--- src/rtl/microbot_pkg.sv ---
// rtl/microbot_pkg.sv - shared channel state and command encodings for the motor PWM stage
package microbot_pkg;

    typedef enum logic [1:0] {
        IDLE  = 2'd0,
        DRIVE = 2'd1,
        DEAD  = 2'd2,
        BRAKE = 2'd3
    } chan_state_e;

    localparam logic [1:0] CMD_COAST = 2'b00;
    localparam logic [1:0] CMD_REV   = 2'b01;
    localparam logic [1:0] CMD_FWD   = 2'b10;
    localparam logic [1:0] CMD_BRAKE = 2'b11;

    function automatic logic is_drive_cmd(input logic [1:0] cmd);
        return (cmd == CMD_FWD) || (cmd == CMD_REV);
    endfunction

endpackage

--- src/rtl/microbot_motor_channel.sv ---
// rtl/microbot_motor_channel.sv - per-motor bridge FSM with dead time between drive/brake phases
module microbot_motor_channel
    import microbot_pkg::*;
#(
    parameter int DEAD_TICKS = 8
) (
    input  logic       clk,
    input  logic       reset,
    input  logic [1:0] cmd,
    input  logic       pwm_on,
    output logic       in1,
    output logic       in2,
    output logic       busy
);

    localparam int DEAD_W = (DEAD_TICKS > 1) ? $clog2(DEAD_TICKS) : 1;
    localparam logic [DEAD_W-1:0] DEAD_LOAD = DEAD_W'(DEAD_TICKS - 1);

    chan_state_e       state_q, state_d;
    logic              dir_fwd_q, dir_fwd_d;
    logic [DEAD_W-1:0] dead_cnt_q, dead_cnt_d;

    always_ff @(posedge clk) begin
        if (reset) begin
            state_q    <= IDLE;
            dir_fwd_q  <= 1'b0;
            dead_cnt_q <= '0;
        end else begin
            state_q    <= state_d;
            dir_fwd_q  <= dir_fwd_d;
            dead_cnt_q <= dead_cnt_d;
        end
    end

    always_comb begin
        state_d    = state_q;
        dir_fwd_d  = dir_fwd_q;
        dead_cnt_d = dead_cnt_q;
        case (state_q)
            IDLE: begin
                if (is_drive_cmd(cmd)) begin
                    state_d   = DRIVE;
                    dir_fwd_d = (cmd == CMD_FWD);
                end else if (cmd == CMD_BRAKE) begin
                    state_d = BRAKE;
                end
            end
            DRIVE: begin
                if (cmd != (dir_fwd_q ? CMD_FWD : CMD_REV)) begin
                    state_d    = DEAD;
                    dead_cnt_d = DEAD_LOAD;
                end
            end
            BRAKE: begin
                if (cmd != CMD_BRAKE) begin
                    state_d    = DEAD;
                    dead_cnt_d = DEAD_LOAD;
                end
            end
            DEAD: begin
                // Only the command present at expiry matters; anything earlier is ignored.
                if (dead_cnt_q == '0) begin
                    if (is_drive_cmd(cmd)) begin
                        state_d   = DRIVE;
                        dir_fwd_d = (cmd == CMD_FWD);
                    end else if (cmd == CMD_BRAKE) begin
                        state_d = BRAKE;
                    end else begin
                        state_d = IDLE;
                    end
                end else begin
                    dead_cnt_d = dead_cnt_q - DEAD_W'(1);
                end
            end
            default: state_d = IDLE;
        endcase
    end

    always_comb begin
        in1  = 1'b0;
        in2  = 1'b0;
        busy = 1'b0;
        case (state_q)
            DRIVE: begin
                in1 = dir_fwd_q & pwm_on;
                in2 = ~dir_fwd_q & pwm_on;
            end
            BRAKE: begin
                in1 = 1'b1;
                in2 = 1'b1;
            end
            DEAD:    busy = 1'b1;
            default: ;
        endcase
    end

endmodule

--- src/rtl/microbot_motor_pwm.sv ---
// rtl/microbot_motor_pwm.sv - shared PWM timebase and duty shadow driving two motor bridge channels
module microbot_motor_pwm
    import microbot_pkg::*;
#(
    parameter int PRESCALE   = 4,
    parameter int DUTY_W     = 5,
    parameter int DEAD_TICKS = 8
) (
    input  logic              clk,
    input  logic              reset,
    input  logic [DUTY_W-1:0] duty_in,
    input  logic              cmd_a_d,
    input  logic              cmd_a_i,
    input  logic              cmd_b_d,
    input  logic              cmd_b_i,
    output logic              a_in1,
    output logic              a_in2,
    output logic              b_in1,
    output logic              b_in2,
    output logic              a_busy,
    output logic              b_busy,
    output logic              pwm_sync
);

    localparam int PRE_W = (PRESCALE > 1) ? $clog2(PRESCALE) : 1;
    localparam logic [PRE_W-1:0] PRE_LAST = PRE_W'(PRESCALE - 1);

    logic [PRE_W-1:0]  pre_cnt_q, pre_cnt_d;
    logic [DUTY_W-1:0] pwm_cnt_q, pwm_cnt_d;
    logic [DUTY_W-1:0] duty_act_q, duty_act_d;
    logic              tick;
    logic              pwm_on;

    always_ff @(posedge clk) begin
        if (reset) begin
            pre_cnt_q  <= '0;
            pwm_cnt_q  <= '0;
            duty_act_q <= '0;
        end else begin
            pre_cnt_q  <= pre_cnt_d;
            pwm_cnt_q  <= pwm_cnt_d;
            duty_act_q <= duty_act_d;
        end
    end

    always_comb begin
        tick       = (pre_cnt_q == PRE_LAST);
        pre_cnt_d  = tick ? '0 : pre_cnt_q + PRE_W'(1);
        pwm_cnt_d  = tick ? pwm_cnt_q + DUTY_W'(1) : pwm_cnt_q;
        // Duty is shadowed so a period never mixes two duty values.
        duty_act_d = (tick && (pwm_cnt_q == '1)) ? duty_in : duty_act_q;
    end

    assign pwm_on   = (pwm_cnt_q < duty_act_q);
    assign pwm_sync = ~reset && (pre_cnt_q == '0) && (pwm_cnt_q == '0);

    microbot_motor_channel #(
        .DEAD_TICKS(DEAD_TICKS)
    ) u_chan_a (
        .clk    (clk),
        .reset  (reset),
        .cmd    ({cmd_a_d, cmd_a_i}),
        .pwm_on (pwm_on),
        .in1    (a_in1),
        .in2    (a_in2),
        .busy   (a_busy)
    );

    microbot_motor_channel #(
        .DEAD_TICKS(DEAD_TICKS)
    ) u_chan_b (
        .clk    (clk),
        .reset  (reset),
        .cmd    ({cmd_b_d, cmd_b_i}),
        .pwm_on (pwm_on),
        .in1    (b_in1),
        .in2    (b_in2),
        .busy   (b_busy)
    );

endmodule
--- config.mk ---
export PLATFORM = sky130hd
export DESIGN_NAME = microbot_motor_pwm
export DESIGN_NICKNAME = d
export VERILOG_FILES = /design/src/rtl/microbot_pkg.sv /design/src/rtl/microbot_motor_channel.sv /design/src/rtl/microbot_motor_pwm.sv
export SDC_FILE = /design/constraint.sdc
export NUM_CORES = 1
export LEC_CHECK = 0
export BUFFER_PORTS_ARGS = -buffer_cell sky130_fd_sc_hd__buf_2
export CAP_MARGIN = 20
export CORE_UTILIZATION = 50
export CTS_CLUSTER_DIAMETER = 120
export DETAILED_ROUTE_END_ITERATION = 10
export PLACE_DENSITY = 0.7
export SLEW_MARGIN = 40
export SYNTH_ARGS = -nofsm -noshare
export SYNTH_HDL_FRONTEND = slang
export SYNTH_SLANG_ARGS = --single-unit
--- constraint.sdc ---
create_clock -name clk -period 2.4 [get_ports clk]
set_input_delay 0.12 -clock clk [delete_from_list [all_inputs] [get_ports clk]]
set_output_delay 0.12 -clock clk [all_outputs]
set_load 0.02 [all_outputs]
==> impl_metrics.csv, run 1 <==
group,metric,value,unit
placed_design,dp_hpwl,2339,µm
placed_design,dpl_cell_area,1698,µm²
critical_path,cp_cell_sequence,"ha_1 -> a21oi_1 -> nand2_1 -> o211ai_1 -> buf_2",
sta,hold_viol_final,0,
drt,remaining_drc_errors,0,
clock_network,max-clock-path-buffers,2,
cells_and_area,seq_area,480.5,µm²
clock_network,cts_resized,0,
synthesis,ys_seq_area_frac,0.3031,
clock_network,tritoncts,"done",
worst_hold_path,min_path_type,"in -> reg",
critical_path,r2r_start,"u_chan_b.dead_cnt_q[0]$_SDFFE_PP0P_",
drt,drt-initial-drc-count,111,
sta,setup_viol,0,
placed_design,placedCellCount,248,
sta,maxSlewHeadroom,0.6066,
cells_and_area,final_common_cell,"dfxtp_1",
worst_hold_path,min_path_cells,3,
synthesis,syn_nets,225,
placed_design,place_congestion,0.7842,
clock_network,cts_root_buf,"clkbuf_4",
floorplanning,ios,18,
critical_path,cpPeakStageDelay,0.50,ns
clock_network,hold_buffers,0,
cells_and_area,fin_nets,241,
synthesis,avgSynthCellArea,8.214,µm²
job,drv_cap,0,
synthesis,synthCells,193,
critical_path,worst_setup_path_end_kind,"output port",
synthesis,yosys_register_bits,24,
global_routing,grt_pass1_wl,5430,µm
floorplanning,coreArea,3028,µm²
critical_path,startpoint,"pwm_cnt_q[4]$_SDFFE_PP0P_",
drt,wl,3215,µm
synthesis,syn_area,1585,µm²
sta,fmaxAchievable,0.4683,GHz
clock_network,post_cts.repair.setup_buffers,0,
critical_path,worstPathRequired,2.28,ns
global_routing,antenna_found_initial,0,
global_routing,grt_usage,0.2093,
drt,first_pass_iters,4,
sta,drv_slew,0,
critical_path,startpoint_type,"register",
cells_and_area,insertedDiodeCount,0,
drt,drtAntennaViolNets,0,
sta,timing.final.crit_share,0.8898,
worst_hold_path,min_to,"duty_act_q[0]$_SDFFE_PP0P_",
global_routing,grt_remaining_overflow,0,
sta,finClkSkew,0.004712,ns
clock_network,path_clk_slew,0.13,ns
floorplanning,fp.dieW,58.31,µm
drt,drt-wirelength-per-cell,12.76,µm
floorplanning,num_rows,20,
global_routing,grt_pass1_vias,1254,
cells_and_area,drive_above_1_share,0.1298,
critical_path,crit_type,"reg -> out",
critical_path,worstReg2RegEnd,"u_chan_b.dead_cnt_q[2]$_SDFFE_PP0P_",
sta,whs,0.04660,ns
floorplanning,die_y,58.31,µm
critical_path,crit_path_max_fanout,8,
power_and_ir_drop,p_per_area,686.6,nW/µm²
cells_and_area,mostFrequentLayoutCells,"dfxtp_1, inv_1, nor2_1, ha_1, buf_2",
clock_network,numClockSinks,24,
cells_and_area,multi_input_area,998.5,µm²
outcome,outcome,"finished, final reports clean",
drt,dr_total_vias,1371,
clock_network,cts_made_buffers,3,
worst_hold_path,hp-start,"duty_in[0]",
synthesis,synth.distinct_cells,42,
critical_path,cp.arrival,2.02,ns
critical_path,reg2reg_depth,6,
power_and_ir_drop,vdd_ir_drop_max,0.0003503,V
floorplanning,fp.dieArea,3399,µm²
drt,viasPerCell,5.440,
sta,period_needed,2.135,ns
cells_and_area,fin_area,1734,µm²
critical_path,r2r_setup_slack,0.80,ns
cells_and_area,areaGrowthSynthToFinish,9.392,%
global_routing,grt_max_degree,25,
placed_design,numPortBuffers,17,
synthesis,yosysWarnings,0,
power_and_ir_drop,p_leak,0.7614,nW
cells_and_area,fill_cells,294,
floorplanning,start_util,0.5236,
critical_path,slowest_stage,"a21oi_1",
clock_network,htreeDepth,1,
clock_network,worstSkewPairLatency,0.32,ns
sta,rsz0062_at_grt,"no",
cells_and_area,stdcell_count,252,
sta,worstMarginPinSlew,0.5901,ns
sta,fin_tns_setup,0,ns
-- state kept, by name, indices dropped and copies added (netlist names) --
register,count
duty_act_q,5
u_chan_a.dir_fwd_q,1
u_chan_b.state_q,2
u_chan_b.dir_fwd_q,1
u_chan_a.dead_cnt_q,3
pre_cnt_q,2
u_chan_b.dead_cnt_q,3
pwm_cnt_q,5
u_chan_a.state_q,2
-- per-layer routing --
layer,vias to the layer above,global-route usage,part of all wire
met3,5,0.01978,0.028
met2,27,0.3711,0.51
met4,0,0.08163,0.016
met1,641,0.2620,0.45
li1,698,-,-
met5,-,0,0
-- power by group --
| part | internal [W] | switching (W) |
|---|---|---|
| clock network | 0.0000929 | 0.000123 |
| logic | 0.000188 | 0.000243 |
| registers | 0.000458 | 0.0000851 |
-- Yosys cell counts (all sizes together) --
| cell | number | area share |
|---|---|---|
| nor3 | 3 | 0.0095 |
| mux2i | 4 | 0.025 |
| a311oi | 2 | 0.011 |
| clkbuf | 2 | 0.0047 |
| buf | 4 | 0.013 |
| a21oi | 15 | 0.047 |
| nand4bb | 1 | 0.0071 |
| a221oi | 2 | 0.015 |
| a21o | 3 | 0.014 |
| nor2 | 21 | 0.050 |
| and2 | 2 | 0.0087 |
| nor3b | 3 | 0.017 |
| o211a | 1 | 0.0063 |
| a32oi | 1 | 0.0055 |
| o211ai | 3 | 0.014 |
| dfxtp | 24 | 0.30 |
| inv | 21 | 0.050 |
| and2b | 1 | 0.0055 |
| xor2 | 2 | 0.011 |
| nand4 | 1 | 0.0039 |
| and3b | 1 | 0.0079 |
| a21boi | 1 | 0.0047 |
| and3 | 2 | 0.0079 |
| nand2b | 6 | 0.024 |
| ha | 21 | 0.17 |
| a2111oi | 1 | 0.0063 |
| o21ai | 6 | 0.019 |
| xnor2 | 1 | 0.0055 |
| nand3 | 10 | 0.032 |
| a31oi | 1 | 0.0039 |
| o31a | 1 | 0.0055 |
| a211oi | 1 | 0.0047 |
| nor4 | 2 | 0.0079 |
| o31ai | 2 | 0.0095 |
| o311ai | 1 | 0.017 |
| nand2 | 15 | 0.036 |
| a221o | 1 | 0.0063 |
| nor2b | 4 | 0.016 |
-- critical path, delay by kind of cell, from the launching register on --
family,cells,cell delay [ns]
AND/OR/NAND/NOR,1,0.12
flip-flops,1,0.36
AO/OA/AOI/OAI,2,0.70
buffers and inverters,1,0.19
adder cells (fa/ha/maj),1,0.32
-- cell families after synthesis --
family	Yosys count	synth area share
flip-flops	24	0.3031
AO/OA/AOI/OAI	42	0.1902
adder cells (fa/ha/maj)	21	0.1657
buffers and inverters	27	0.06709
AND/OR/NAND/NOR	72	0.2320
XOR/XNOR	3	0.01658
multiplexers	4	0.02526
-- through the flow --
step	total power, W	setup WS [ns]	util
2_1_floorplan	0.0008764	0.7177	-
3_3_place_gp	0.0009516	0.7530	0.5607
3_5_place_dp	0.0009786	0.5996	0.5607
4_1_cts	0.001203	0.2106	0.5727
5_1_grt	0.001288	0.08704	0.5727
6_report	0.001191	0.2645	0.5727
-- cell type report --
cell class                 instances  share of cell area
multi-input combinational        142              0.5758
sequential                        24              0.2771
timing repair buffer              17             0.04906
inverter                          21             0.04545
tap                               44             0.03175
clock buffer                       4             0.02092
-- worst max path at each step --
stage                 end  slack (ns)
floorplan           b_in2        0.72
global placement    b_in1        0.75
detailed placement  a_in1        0.60
CTS                 b_in1        0.21
global route        a_in1        0.09
finish              b_in1        0.26
Note: power is estimated with default switching activity, not from simulation.
==> run 2, diff against run 1 <==
CORE_ASPECT_RATIO = 1.5   (was unset)
==> run 2 against run 1 <==
  * Routed wire length down 0.22%
  * Die area rose by 0.14%
  * Critical path type unchanged
  * Via count decreased by 1.1%
  * Power is 1.6% higher
  * Hold slack improved by 0.074 ns
  * Sequential share of layout area is essentially flat
  * Highest routed layer unchanged
==> impl_metrics.csv, run 2 (synthesis gave the netlist of run 1 again) <==
group,metric,value,unit
outcome,outcome,"finished, final reports clean",
clock_network,path_clk_slew,0.08,ns
sta,period_needed,2.002,ns
worst_hold_path,min_path_type,"in -> reg",
clock_network,max-clock-path-buffers,2,
drt,remaining_drc_errors,0,
sta,finClkSkew,0.001509,ns
sta,fin_tns_setup,0,ns
drt,dr_total_vias,1356,
sta,drv_slew,0,
power_and_ir_drop,p_per_area,697.9,nW/µm²
cells_and_area,drive_above_1_share,0.1256,
global_routing,grt_pass1_vias,1270,
floorplanning,ios,18,
sta,maxSlewHeadroom,0.6458,
critical_path,startpoint_type,"register",
sta,fmaxAchievable,0.4995,GHz
placed_design,numPortBuffers,17,
global_routing,grt_remaining_overflow,0,
drt,drt-initial-drc-count,38,
cells_and_area,top_regs,"duty_act_q: 5 flops, pwm_cnt_q: 5 flops",
sta,setup_viol,0,
critical_path,slowest_stage,"a21oi_1",
drt,drtAntennaViolNets,0,
cells_and_area,mostFrequentLayoutCells,"dfxtp_1, inv_1, nor2_1, ha_1, buf_2",
clock_network,cts_root_buf,"clkbuf_8",
global_routing,antenna_found_initial,0,
cells_and_area,fin_area,1733,µm²
placed_design,dpl_cell_area,1692,µm²
placed_design,place_congestion,0.7693,
global_routing,grt_pass1_wl,5278,µm
sta,rsz0062_at_grt,"no",
cells_and_area,areaGrowthSynthToFinish,9.313,%
placed_design,dp_hpwl,2433,µm
drt,wl,3208,µm
drt,drt-wirelength-per-cell,13.04,µm
floorplanning,die_y,70.96,µm
clock_network,cts_resized,0,
power_and_ir_drop,vdd_ir_drop_max,0.0004344,V
cells_and_area,fin_nets,241,
critical_path,cp.arrival,1.88,ns
floorplanning,coreArea,2973,µm²
critical_path,crit_type,"reg -> out",
critical_path,cp_cell_sequence,"inv_1 -> ha_1 -> a21oi_1 -> a32oi_1 -> o21ai_0 -> buf_2",
critical_path,worst_setup_path_end_kind,"output port",
floorplanning,num_rows,24,
job,drv_cap,0,
clock_network,post_cts.repair.setup_buffers,0,
global_routing,grt_max_degree,25,
sta,worstMarginPinSlew,0.5313,ns
clock_network,cts_made_buffers,3,
clock_network,tritoncts,"done",
floorplanning,fp.dieW,47.98,µm
power_and_ir_drop,power,0.001209,W
clock_network,numClockSinks,24,
clock_network,hold_buffers,0,
power_and_ir_drop,p_leak,0.7619,nW
floorplanning,fp.dieArea,3404,µm²
cells_and_area,insertedDiodeCount,0,
cells_and_area,fill_cells,272,
sta,hold_viol_final,0,
critical_path,worstPathRequired,2.28,ns
cells_and_area,final_common_cell,"dfxtp_1",
drt,first_pass_iters,4,
critical_path,cpPeakStageDelay,0.46,ns
drt,viasPerCell,5.512,
critical_path,crit_path_max_fanout,8,
sta,timing.final.crit_share,0.8342,
floorplanning,start_util,0.5332,
clock_network,htreeDepth,1,
clock_network,worstSkewPairLatency,0.26,ns
global_routing,grt_usage,0.2114,
run 2: worst paths after layout:
path | slack (ns) | cells past startpoint | startpoint | endpoint
worst max-delay path | 0.40 | 6 | duty_act_q[4]$_SDFFE_PP0P_ | b_in2
worst min-delay path | 0.12 | 3 | duty_in[2] | duty_act_q[2]$_SDFFE_PP0P_
worst max register to register | 0.83 | 6 | pwm_cnt_q[0]$_SDFFE_PP0P_ | duty_act_q[1]$_SDFFE_PP0P_
worst min register to register | 0.46 | 1 | pre_cnt_q[0]$_SDFF_PP0_ | pre_cnt_q[0]$_SDFF_PP0_
run 2: layout make-up:
cell class                      count  area [µm²]  share of cell area
Multi-Input combinational cell    142       998.5              0.5762
Sequential cell                    24       480.5              0.2773
Timing Repair Buffer               17       85.08             0.04910
Inverter                           21       78.83             0.04549
Tap cell                           39       48.80             0.02816
Clock buffer                        3       41.29             0.02383
run 2: metal layers:
metal | vias to the layer above | GRT usage | part of all wire
met1 | 646 | 0.2254 | 0.42
li1 | 692 | - | -
met3 | 2 | 0.03061 | 0.018
met2 | 16 | 0.3874 | 0.56
met4 | 0 | 0.07716 | 0.0078
met5 | - | 0 | 0
run 2: report_power, final:
part           internal, W  switching (W)  total (W)
clock             0.000112       0.000123   0.000235
combinational     0.000189       0.000243   0.000432
sequential        0.000458      0.0000842   0.000542
total             0.000759       0.000450    0.00121
run 2: stage by stage:
stage,setup slack [ns],util,cells,hold slack [ns]
after global placement,0.7453,0.5690,243,0.3717
final,0.3979,0.5829,246,0.1211
after CTS,0.3841,0.5829,246,0.1165
after floorplan,0.7177,-,193,0.2593
after global routing,0.2709,0.5829,246,0.1166
after detailed placement,0.6934,0.5690,243,0.4037
run 2: worst max-delay path, delay by kind of cell (launching register included):
kind                       cells  cell delay (ns)
buffers and inverters          2             0.25
AOI/OAI and AO/OA              3             0.76
DFF                            1             0.34
adders and majority gates      1             0.28
==> run 3, diff against run 2 <==
clock period = 1.93 ns   (was 2.4 ns; I/O delays follow)
==> run 3 against run 2 <==
  * Critical path depth grew 1
  * Hold slack got worse by 0.049 ns
  * Sequential power rose by 25%
  * Flip-flop and latch count unchanged
  * Final area grew 2.3%
  * Sequential share of layout area down 0.63 points
  * Clock power increased by 89%
  * Routed wire length down 1.6%
  * Count of clock-buffer cells in the layout unchanged
  * Highest routed layer unchanged
==> impl_metrics.csv, run 3 (synthesis gave the netlist of run 1 again) <==
group,metric,value,unit
global_routing,grt_pass1_wl,5244,µm
global_routing,grt_usage,0.2053,
clock_network,cts_made_buffers,3,
sta,drv_slew,0,
drt,drt-initial-drc-count,31,
floorplanning,ios,18,
sta,fin_tns_setup,0,ns
drt,dr_total_vias,1368,
placed_design,placedCellCount,244,
sta,period_needed,1.783,ns
power_and_ir_drop,vdd_ir_drop_max,0.0007489,V
drt,wl,3158,µm
cells_and_area,fill_cells,265,
cells_and_area,multi_input_area,998.5,µm²
floorplanning,start_util,0.5332,
power_and_ir_drop,p_leak,0.7802,nW
clock_network,max-clock-path-buffers,2,
sta,hold_viol_final,0,
cells_and_area,stdcell_count,248,
floorplanning,die_y,70.96,µm
sta,setup_viol,0,
clock_network,path_clk_slew,0.09,ns
cells_and_area,insertedDiodeCount,0,
clock_network,hold_buffers,0,
clock_network,post_cts.repair.setup_buffers,0,
cells_and_area,mostFrequentLayoutCells,"dfxtp_1, inv_1, nor2_1, ha_1, buf_2",
critical_path,worstPathRequired,1.83,ns
clock_network,numClockSinks,24,
floorplanning,fp.dieArea,3404,µm²
critical_path,startpoint_type,"register",
drt,remaining_drc_errors,0,
clock_network,tritoncts,"done",
sta,fmaxAchievable,0.5610,GHz
critical_path,crit_type,"reg -> out",
sta,finClkSkew,0.004543,ns
floorplanning,num_rows,24,
global_routing,grt_pass1_vias,1288,
critical_path,worst_setup_path_end_kind,"output port",
cells_and_area,fin_nets,242,
clock_network,htreeDepth,1,
cells_and_area,areaGrowthSynthToFinish,11.84,%
drt,first_pass_iters,4,
outcome,outcome,"finished, final reports clean",
sta,maxSlewHeadroom,0.6642,
worst_hold_path,min_path_type,"in -> reg",
critical_path,crit_path_max_fanout,8,
cells_and_area,drive_above_1_share,0.1340,
cells_and_area,seq_area,480.5,µm²
placed_design,dp_hpwl,2327,µm
global_routing,grt_max_degree,25,
global_routing,grt_remaining_overflow,0,
clock_network,worstSkewPairLatency,0.27,ns
sta,worstMarginPinSlew,0.5029,ns
clock_network,cts_root_buf,"clkbuf_8",
drt,viasPerCell,5.516,
placed_design,numPortBuffers,17,
sta,rsz0062_at_grt,"no",
cells_and_area,top_regs,"duty_act_q: 5 flops, pwm_cnt_q: 5 flops",
global_routing,antenna_found_initial,0,
critical_path,cp.arrival,1.69,ns
drt,drtAntennaViolNets,0,
floorplanning,coreArea,2973,µm²
clock_network,cts_resized,0,
drt,drt-wirelength-per-cell,12.73,µm
power_and_ir_drop,p_per_area,931.7,nW/µm²
job,drv_cap,0,
floorplanning,fp.dieW,47.98,µm
cells_and_area,final_common_cell,"dfxtp_1",
placed_design,place_congestion,0.7698,
sta,timing.final.crit_share,0.9236,
run 3: stage by stage:
stage                       util  instance area (µm²)  power, W  worst slack [ns]  hold WS [ns]
after floorplan                -                 1585  0.001090            0.2712        0.2358
final                     0.5964                 1773  0.001652            0.1475       0.07251
after global routing      0.5964                 1773  0.001775           0.01114       0.07127
after global placement    0.5715                 1699  0.001184            0.4844        0.3589
after CTS                 0.5955                 1770  0.001671            0.1265       0.06753
after detailed placement  0.5715                 1699  0.001220            0.4321        0.3603
run 3: cell type report:
class,instances,share of cell area
timing repair buffer,18,0.05363
multi-input combinational,142,0.5632
inverter,21,0.04446
clock inverter,1,0.01694
sequential,24,0.2710
tap,39,0.02752
clock buffer,3,0.02329
run 3: critical path: stages, from the launching register on:
cell and delay, ns:
dfxtp_1 0.34, inv_1 0.05, ha_1 0.30, a21oi_1 0.15
buf_4 0.16, nand2_1 0.05, o211ai_1 0.18, buf_4 0.18
run 3: path summary, 6_finish.rpt:
check	end	slack, ns	from	cells after the start
worst max-delay path	a_in1	0.15	duty_act_q[4]$_SDFFE_PP0P_	7
worst min-delay path	duty_act_q[0]$_SDFFE_PP0P_	0.07	duty_in[0]	3
worst min register to register	pre_cnt_q[0]$_SDFF_PP0_	0.46	pre_cnt_q[0]$_SDFF_PP0_	1
worst max register to register	duty_act_q[1]$_SDFFE_PP0P_	0.41	pwm_cnt_q[0]$_SDFFE_PP0P_	6
run 3: per-layer routing:
metal	share of wire	global-route usage	vias up
li1	-	-	698
met1	0.43	0.2259	642
met2	0.54	0.3829	26
met3	0.023	0.02296	2
met4	0.0060	0.05556	0
met5	0	0	-
run 3: where the power goes:
| part | internal, W | switching (W) |
|---|---|---|
| logic | 0.000236 | 0.000296 |
| clock network | 0.000277 | 0.000167 |
| registers | 0.000570 | 0.000106 |
| total | 0.00108 | 0.000569 |
